`src/rtl/mem_access_stage_if.sv`:
```
`default_nettype none
// ============================================================================
// Module  : mem_access_stage_if
// Purpose : data-memory request/acknowledge bus between the MEM stage and memory
// Revision: 1.0
// ============================================================================
interface mem_access_stage_if #(
  parameter int XLEN = 64
);
  logic              req;
  logic              we;
  logic [XLEN-1:0]   addr;
  logic [XLEN-1:0]   wdata;
  logic [XLEN/8-1:0] wmask;
  logic              ack;
  logic [XLEN-1:0]   rdata;

  modport master (output req, we, addr, wdata, wmask, input ack, rdata);
  modport slave  (input req, we, addr, wdata, wmask, output ack, rdata);
endinterface
`default_nettype wire

```
`src/rtl/mem_access_stage.sv`:
```
`default_nettype none
// ============================================================================
// Module  : mem_access_stage
// Purpose : MEM pipeline stage - data-memory access, stall control, MEM/WB regs
// Revision: 1.0
// ============================================================================
module mem_access_stage #(
  parameter int XLEN    = 64,
  parameter int TIMEOUT = 255
) (
  input  wire logic            clock,
  input  wire logic            reset,
  input  wire logic            ex_valid,
  input  wire logic [XLEN-1:0] ex_alu_result,
  input  wire logic [XLEN-1:0] ex_rs2_data,
  input  wire logic            ex_mem_read,
  input  wire logic            ex_mem_write,
  input  wire logic [1:0]      ex_mem_size,
  input  wire logic            ex_mem_ext_un,
  input  wire logic            ex_csr_rena,
  input  wire logic [XLEN-1:0] ex_csr_data,
  input  wire logic [4:0]      ex_rd_waddr,
  input  wire logic            ex_rd_wena,
  mem_access_stage_if.master   mem,
  output logic                 mem_stall,
  output logic                 wb_valid,
  output logic [XLEN-1:0]      wb_alu_result,
  output logic [XLEN-1:0]      wb_mem_data,
  output logic [7:0]           wb_byte_enable,
  output logic                 wb_mem_to_reg,
  output logic                 wb_mem_ext_un,
  output logic                 wb_csr_rena,
  output logic [XLEN-1:0]      wb_csr_data,
  output logic [4:0]           wb_rd_waddr,
  output logic                 wb_rd_wena,
  output logic                 exc_misalign,
  output logic                 exc_bus_err
);

  localparam logic [0:0] c_idle    = 1'b0;
  localparam logic [0:0] c_busy    = 1'b1;
  localparam logic [7:0] c_timeout = TIMEOUT[7:0];

  logic [0:0]      r_state, w_next_state;
  logic [7:0]      r_wait_cnt;
  logic            w_memop, w_aligned, w_timeout;
  logic [7:0]      w_size_mask;

  // latched bus request and the instruction metadata parked while BUSY
  logic            r_req_we;
  logic [XLEN-1:0] r_req_addr, r_req_wdata;
  logic [7:0]      r_req_wmask;
  logic [XLEN-1:0] r_p_alu, r_p_csr_data;
  logic            r_p_read, r_p_ext_un, r_p_csr_rena, r_p_rd_wena;
  logic [7:0]      r_p_mask;
  logic [4:0]      r_p_rd_waddr;

  assign w_memop = ex_valid & (ex_mem_read | ex_mem_write);

  always_comb begin
    w_aligned   = 1'b1;
    w_size_mask = 8'h01;
    case (ex_mem_size)
      2'd0: begin w_aligned = 1'b1;                        w_size_mask = 8'h01; end
      2'd1: begin w_aligned = (ex_alu_result[0] == 1'b0);   w_size_mask = 8'h03; end
      2'd2: begin w_aligned = (ex_alu_result[1:0] == 2'b0); w_size_mask = 8'h0F; end
      default: begin w_aligned = (ex_alu_result[2:0] == 3'b0); w_size_mask = 8'hFF; end
    endcase
  end

  assign w_timeout = (r_state == c_busy) & ~mem.ack & (r_wait_cnt == c_timeout);

  // state register and wait counter
  always_ff @(posedge clock) begin
    if (reset) begin
      r_state    <= c_idle;
      r_wait_cnt <= 8'd0;
    end else begin
      r_state    <= w_next_state;
      r_wait_cnt <= (r_state == c_busy && w_next_state == c_busy) ? r_wait_cnt + 8'd1 : 8'd0;
    end
  end

  always_comb begin
    w_next_state = r_state;
    case (r_state)
      c_idle:  if (w_memop & w_aligned) w_next_state = c_busy;
      default: if (mem.ack | w_timeout) w_next_state = c_idle;
    endcase
  end

  always_comb begin
    mem.req   = (r_state == c_busy);
    mem.we    = r_req_we;
    mem.addr  = r_req_addr;
    mem.wdata = r_req_wdata;
    mem.wmask = r_req_wmask;
    if (r_state == c_idle) mem_stall = w_memop & w_aligned;
    else                   mem_stall = ~mem.ack & ~w_timeout;
  end

  always_ff @(posedge clock) begin
    if (reset) begin
      r_req_we <= 1'b0; r_req_addr <= '0; r_req_wdata <= '0; r_req_wmask <= 8'h00;
      r_p_alu <= '0; r_p_csr_data <= '0; r_p_read <= 1'b0; r_p_ext_un <= 1'b0;
      r_p_csr_rena <= 1'b0; r_p_rd_wena <= 1'b0; r_p_mask <= 8'h00; r_p_rd_waddr <= 5'd0;
      wb_valid <= 1'b0; wb_alu_result <= '0; wb_mem_data <= '0; wb_byte_enable <= 8'h00;
      wb_mem_to_reg <= 1'b0; wb_mem_ext_un <= 1'b0; wb_csr_rena <= 1'b0; wb_csr_data <= '0;
      wb_rd_waddr <= 5'd0; wb_rd_wena <= 1'b0; exc_misalign <= 1'b0; exc_bus_err <= 1'b0;
    end else if (r_state == c_idle) begin
      exc_bus_err <= 1'b0;
      if (w_memop & w_aligned) begin
        r_req_we     <= ex_mem_write;
        r_req_addr   <= {ex_alu_result[XLEN-1:3], 3'b000};
        r_req_wdata  <= ex_rs2_data << {ex_alu_result[2:0], 3'b000};
        r_req_wmask  <= w_size_mask << ex_alu_result[2:0];
        r_p_alu      <= ex_alu_result;
        r_p_csr_data <= ex_csr_data;
        r_p_read     <= ex_mem_read;
        r_p_ext_un   <= ex_mem_ext_un;
        r_p_csr_rena <= ex_csr_rena;
        r_p_rd_wena  <= ex_rd_wena;
        r_p_mask     <= w_size_mask;
        r_p_rd_waddr <= ex_rd_waddr;
        wb_valid     <= 1'b0;
        exc_misalign <= 1'b0;
      end else begin
        wb_valid       <= ex_valid;
        wb_alu_result  <= ex_alu_result;
        wb_mem_data    <= '0;
        wb_byte_enable <= ex_mem_read ? w_size_mask : 8'h00;
        wb_mem_to_reg  <= ex_mem_read;
        wb_mem_ext_un  <= ex_mem_ext_un;
        wb_csr_rena    <= ex_csr_rena;
        wb_csr_data    <= ex_csr_data;
        wb_rd_waddr    <= ex_rd_waddr;
        wb_rd_wena     <= ex_rd_wena & ~w_memop;
        exc_misalign   <= w_memop;
      end
    end else if (mem.ack | w_timeout) begin
      // a completed or aborted transaction retires the parked instruction
      wb_valid       <= 1'b1;
      wb_alu_result  <= r_p_alu;
      wb_mem_data    <= (mem.ack & r_p_read) ? mem.rdata : '0;
      wb_byte_enable <= r_p_read ? r_p_mask : 8'h00;
      wb_mem_to_reg  <= r_p_read;
      wb_mem_ext_un  <= r_p_ext_un;
      wb_csr_rena    <= r_p_csr_rena;
      wb_csr_data    <= r_p_csr_data;
      wb_rd_waddr    <= r_p_rd_waddr;
      wb_rd_wena     <= r_p_rd_wena & mem.ack;
      exc_misalign   <= 1'b0;
      exc_bus_err    <= ~mem.ack;
    end else begin
      wb_valid     <= 1'b0;
      exc_misalign <= 1'b0;
      exc_bus_err  <= 1'b0;
    end
  end

endmodule
`default_nettype wire

```
`src/flat_wrapper.sv`:
```
// flat-port wrapper written by rule: the top's interface ports become plain ports
module mem_access_stage_flat 
#(
  parameter int XLEN    = 64,
  parameter int TIMEOUT = 255
)
  (clock, reset, ex_valid, ex_alu_result, ex_rs2_data, ex_mem_read, ex_mem_write, ex_mem_size, ex_mem_ext_un, ex_csr_rena, ex_csr_data, ex_rd_waddr, ex_rd_wena, mem_stall, wb_valid, wb_alu_result, wb_mem_data, wb_byte_enable, wb_mem_to_reg, wb_mem_ext_un, wb_csr_rena, wb_csr_data, wb_rd_waddr, wb_rd_wena, exc_misalign, exc_bus_err, mem_req, mem_we, mem_addr, mem_wdata, mem_wmask, mem_ack, mem_rdata);
  mem_access_stage_if #(.XLEN(XLEN)) mem_i ();
  input  wire logic clock;
  input  wire logic reset;
  input  wire logic ex_valid;
  input  wire logic [XLEN-1:0] ex_alu_result;
  input  wire logic [XLEN-1:0] ex_rs2_data;
  input  wire logic ex_mem_read;
  input  wire logic ex_mem_write;
  input  wire logic [1:0] ex_mem_size;
  input  wire logic ex_mem_ext_un;
  input  wire logic ex_csr_rena;
  input  wire logic [XLEN-1:0] ex_csr_data;
  input  wire logic [4:0] ex_rd_waddr;
  input  wire logic ex_rd_wena;
  output logic mem_stall;
  output logic wb_valid;
  output logic [XLEN-1:0] wb_alu_result;
  output logic [XLEN-1:0] wb_mem_data;
  output logic [7:0] wb_byte_enable;
  output logic wb_mem_to_reg;
  output logic wb_mem_ext_un;
  output logic wb_csr_rena;
  output logic [XLEN-1:0] wb_csr_data;
  output logic [4:0] wb_rd_waddr;
  output logic wb_rd_wena;
  output logic exc_misalign;
  output logic exc_bus_err;
  output wire logic [$bits(mem_i.req)-1:0] mem_req;
  output wire logic [$bits(mem_i.we)-1:0] mem_we;
  output wire logic [$bits(mem_i.addr)-1:0] mem_addr;
  output wire logic [$bits(mem_i.wdata)-1:0] mem_wdata;
  output wire logic [$bits(mem_i.wmask)-1:0] mem_wmask;
  input wire logic [$bits(mem_i.ack)-1:0] mem_ack;
  input wire logic [$bits(mem_i.rdata)-1:0] mem_rdata;
  assign mem_req = mem_i.req;
  assign mem_we = mem_i.we;
  assign mem_addr = mem_i.addr;
  assign mem_wdata = mem_i.wdata;
  assign mem_wmask = mem_i.wmask;
  assign mem_i.ack = mem_ack;
  assign mem_i.rdata = mem_rdata;
  mem_access_stage #(.XLEN(XLEN), .TIMEOUT(TIMEOUT)) u_core (.clock(clock), .reset(reset), .ex_valid(ex_valid), .ex_alu_result(ex_alu_result), .ex_rs2_data(ex_rs2_data), .ex_mem_read(ex_mem_read), .ex_mem_write(ex_mem_write), .ex_mem_size(ex_mem_size), .ex_mem_ext_un(ex_mem_ext_un), .ex_csr_rena(ex_csr_rena), .ex_csr_data(ex_csr_data), .ex_rd_waddr(ex_rd_waddr), .ex_rd_wena(ex_rd_wena), .mem(mem_i), .mem_stall(mem_stall), .wb_valid(wb_valid), .wb_alu_result(wb_alu_result), .wb_mem_data(wb_mem_data), .wb_byte_enable(wb_byte_enable), .wb_mem_to_reg(wb_mem_to_reg), .wb_mem_ext_un(wb_mem_ext_un), .wb_csr_rena(wb_csr_rena), .wb_csr_data(wb_csr_data), .wb_rd_waddr(wb_rd_waddr), .wb_rd_wena(wb_rd_wena), .exc_misalign(exc_misalign), .exc_bus_err(exc_bus_err));
endmodule
```
`config.mk`:
```
export PLATFORM = sky130hd
export DESIGN_NAME = mem_access_stage_flat
export DESIGN_NICKNAME = d
export VERILOG_FILES = /design/src/rtl/mem_access_stage_if.sv /design/src/rtl/mem_access_stage.sv /design/src/flat_wrapper.sv
export SDC_FILE = /design/constraint.sdc
export NUM_CORES = 1
export LEC_CHECK = 0
export CORE_AREA = 2 2 244 246
export DETAILED_ROUTE_END_ITERATION = 10
export DIE_AREA = 0 0 246 248
export DONT_BUFFER_PORTS = 1
export PLACE_DENSITY_LB_ADDON = 0.3
export RECOVER_POWER = 100
export SYNTH_ARGS = -nofsm -noshare
export SYNTH_HDL_FRONTEND = slang
export SYNTH_SLANG_ARGS = --single-unit
```
`constraint.sdc`:
```
create_clock -name clock -period 2.1 [get_ports clock]
set_input_delay 0 -clock clock [delete_from_list [all_inputs] [get_ports clock]]
set_output_delay 0 -clock clock [all_outputs]
set_load 0.005 [all_outputs]
```
==> impl_metrics.toml <==
[run_status]
status = "finished with violations"
failed_checks = "negative hold slack"

[timing]
finalSetupViolCount = 0
holdWs_ns = -0.511
final.period_utilization = 0.977
finalCriticalPeriod_ns = 2.05
grt_setup_unrepaired = "no"
slew-limit-headroom = 0.205
drv_slew = 0
max_clock_freq_mhz = 487
hold_viol_final = 195
tightest_slew_ns = 1.19
fin_tns_setup_ns = 0
fin_skew_ns = 0.0290

[synthesis]
synthArstFlopShare = 0
synthFlopType = "dfxtp_1"
yosysWarnings = 0
synth.distinct_cells = 54
synthCells = 2057
synth.yosys.seq_area_share = 0.452
synth-edff-count = 0
yosysTopAreaCellShare = 0.452
ys_seq_elements = 431
syn-cell-area_sq_um = 19100
synth_top_area_cell = "dfxtp_1"
synthTopCellsByArea = "dfxtp_1 45%, mux2i_1 9.5%, a21oi_1 8.5%"
synthTopCellsByCount = "431 x dfxtp_1, 344 x nand2_1, 325 x a21oi_1"
yosysMostFrequentCell = "dfxtp_1"
synth_area_per_cell_sq_um = 9.27

[clock_tree]
clock_sinks = 431
cts-htree-levels = 2
max-clock-path-buffers = 3
numCtsBuffers = 48
cts_tree = "done"
clockRootBuffer = "clkbuf_16"
clk_pin_slew_ns = 0.06
clk-insertion-delay-late_ns = 0.58

[layout]
fin_util = 0.407
drive_gt1_frac = 0.0936
num-fill-cells = 5643
multi_input_area_sq_um = 8700
final_nets = 2466
areaGrowthSynthToFinish_pct = 24.7
finalNonFillerCells = 3006
register_area_sq_um = 8630

[setup_path]
crit_slowest_cell = "dlygate4sd3_1"
cp_cell_sequence = "clkinvlp_4 -> o211a_4 -> buf_12 -> nor3b_1 -> dlygate4sd3_1 -> a221o_1"
crit_family = "buffers and inverters"
arrival_ns = 2.51
crit_required_ns = 2.56
worst_setup_path_end_kind = "flop"
worst_setup_path_start_kind = "flop"
critPathKind = "flop to flop"
worst-path-buf-inv = 3
crit_fanout = 17
cpPeakStageDelay_ns = 0.62

[drt]
firstDrtPassIters = 7
drc = 0
vias = 16500
viasPerCell = 5.49
avgRoutedWirePerCell_um = 22.7
first_iter_violations = 1100
wirelength_mm = 68.2
ant_nets = 0

[global_route]
overflow = 0
antenna_found_initial = 2
grt_use_total = 0.200
grt_max_degree = 353
grt_pass1_wl_mm = 95.5
grt_pass1_vias = 15600

[placement]
place_hpwl_mm = 41.4
gp_congestion = 0.873
placed_cells = 2610
portBuffers = 0

[power]
ir_drop_uv = 566
cellPowerDensity_nw_per_um2 = 860
p_leak_uw = 0.00866

[worst_hold_path]
hp-class = "input port to flop"

[floorplan]
core_area_sq_um = 58500
placementRows = 89
die_h_um = 248
pin_count = 623
dieArea_sq_um = 61000
die_w_um = 246
start_util = 0.326

[job]
drv_cap = 0
## what timing repair did
item / 4_1_cts / 5_1_grt
hold endpoints to repair: 431 / 298
cloned: 1 / 7
buffers inserted: 3 / 6
gates resized for setup: 2 / 11
endpoints found under the setup margin: 1 / 122
hold buffers: 285 / 6
pin swaps: 1 / 2
## worst register-to-register path, delay by kind of cell (launching register included)
| family | cells | cell delay (ns) |
|---|---|---|
| buffers and inverters | 3 | 0.93 |
| AO/OA/AOI/OAI | 2 | 0.57 |
| flip-flops | 1 | 0.37 |
| AND/OR/NAND/NOR | 1 | 0.07 |
## report_power, final
group | switching, uW | internal, uW
logic | 1320 | 1240
registers | 487 | 8660
clock network | 3550 | 5210
## final timing paths
path	start	to	slack, ns	depth (start not counted)
setup reg to reg	u_core.mem.req	u_core.mem.wdata[33]	0.05	6
setup / recovery	u_core.mem.req	u_core.mem.wdata[33]	0.05	6
hold / removal	reset	u_core.wb_alu_result[38]	-0.51	1
hold reg to reg	u_core.r_p_csr_data[58]	u_core.r_p_csr_data[58]	0.45	2
## cells in the final DEF (no fill, tap or decap), drive strengths merged, types with 23 or more instances in the layout
cell and count:
dfxtp 431, nand2 344, a21oi 325, dlygate4sd3 286, mux2i 181, a211oi 147
clkbuf 81, a22o 66, nor2 51, nor3 49, buf 45, nor2b 27
inv 24, nand3 23
## stage by stage
step | total power, uW | worst slack, ns | instance area (sq um)
2_1_floorplan | 10900 | 0.387 | 19100
3_3_place_gp | 11100 | 0.196 | 19200
3_5_place_dp | 11200 | 0.137 | 19200
4_1_cts | 20600 | 0.0200 | 23800
5_1_grt | 21200 | 0.0155 | 23800
6_report | 20500 | 0.0476 | 23800
## logic make-up (layout without fill, tap and decap cells)
logic type / Yosys count / in the layout / share of synthesized area
buffers and inverters: 280 / 453 / 0.0805
flip-flops: 431 / 431 / 0.452
other: 1 / 4 / 0.000197
AND/OR/NAND/NOR: 516 / 516 / 0.114
AO/OA/AOI/OAI: 622 / 622 / 0.231
XOR/XNOR: 4 / 4 / 0.00184
multiplexers: 202 / 202 / 0.119
adder cells (fa/ha/maj): 1 / 1 / 0.000656
## metal layers
metal / global-route usage / up-vias / wire length [um]
met1: 0.222 / 7937 / 25300
met5: 0 / - / 15
met3: 0.0636 / 172 / 6530
met4: 0.0961 / 2 / 3160
li1: - / 7561 / -
met2: 0.345 / 817 / 33200
## area by class of cell
type,count,area share
multi-input cells,1348,0.366
repair buffers,343,0.158
clock inverters,18,0.00805
clock buffers,71,0.0614
inverters,21,0.00347
well taps,773,0.0407
diodes,1,0.000105
flip-flops and latches,431,0.363
Note: power is estimated with default switching activity, not from simulation.
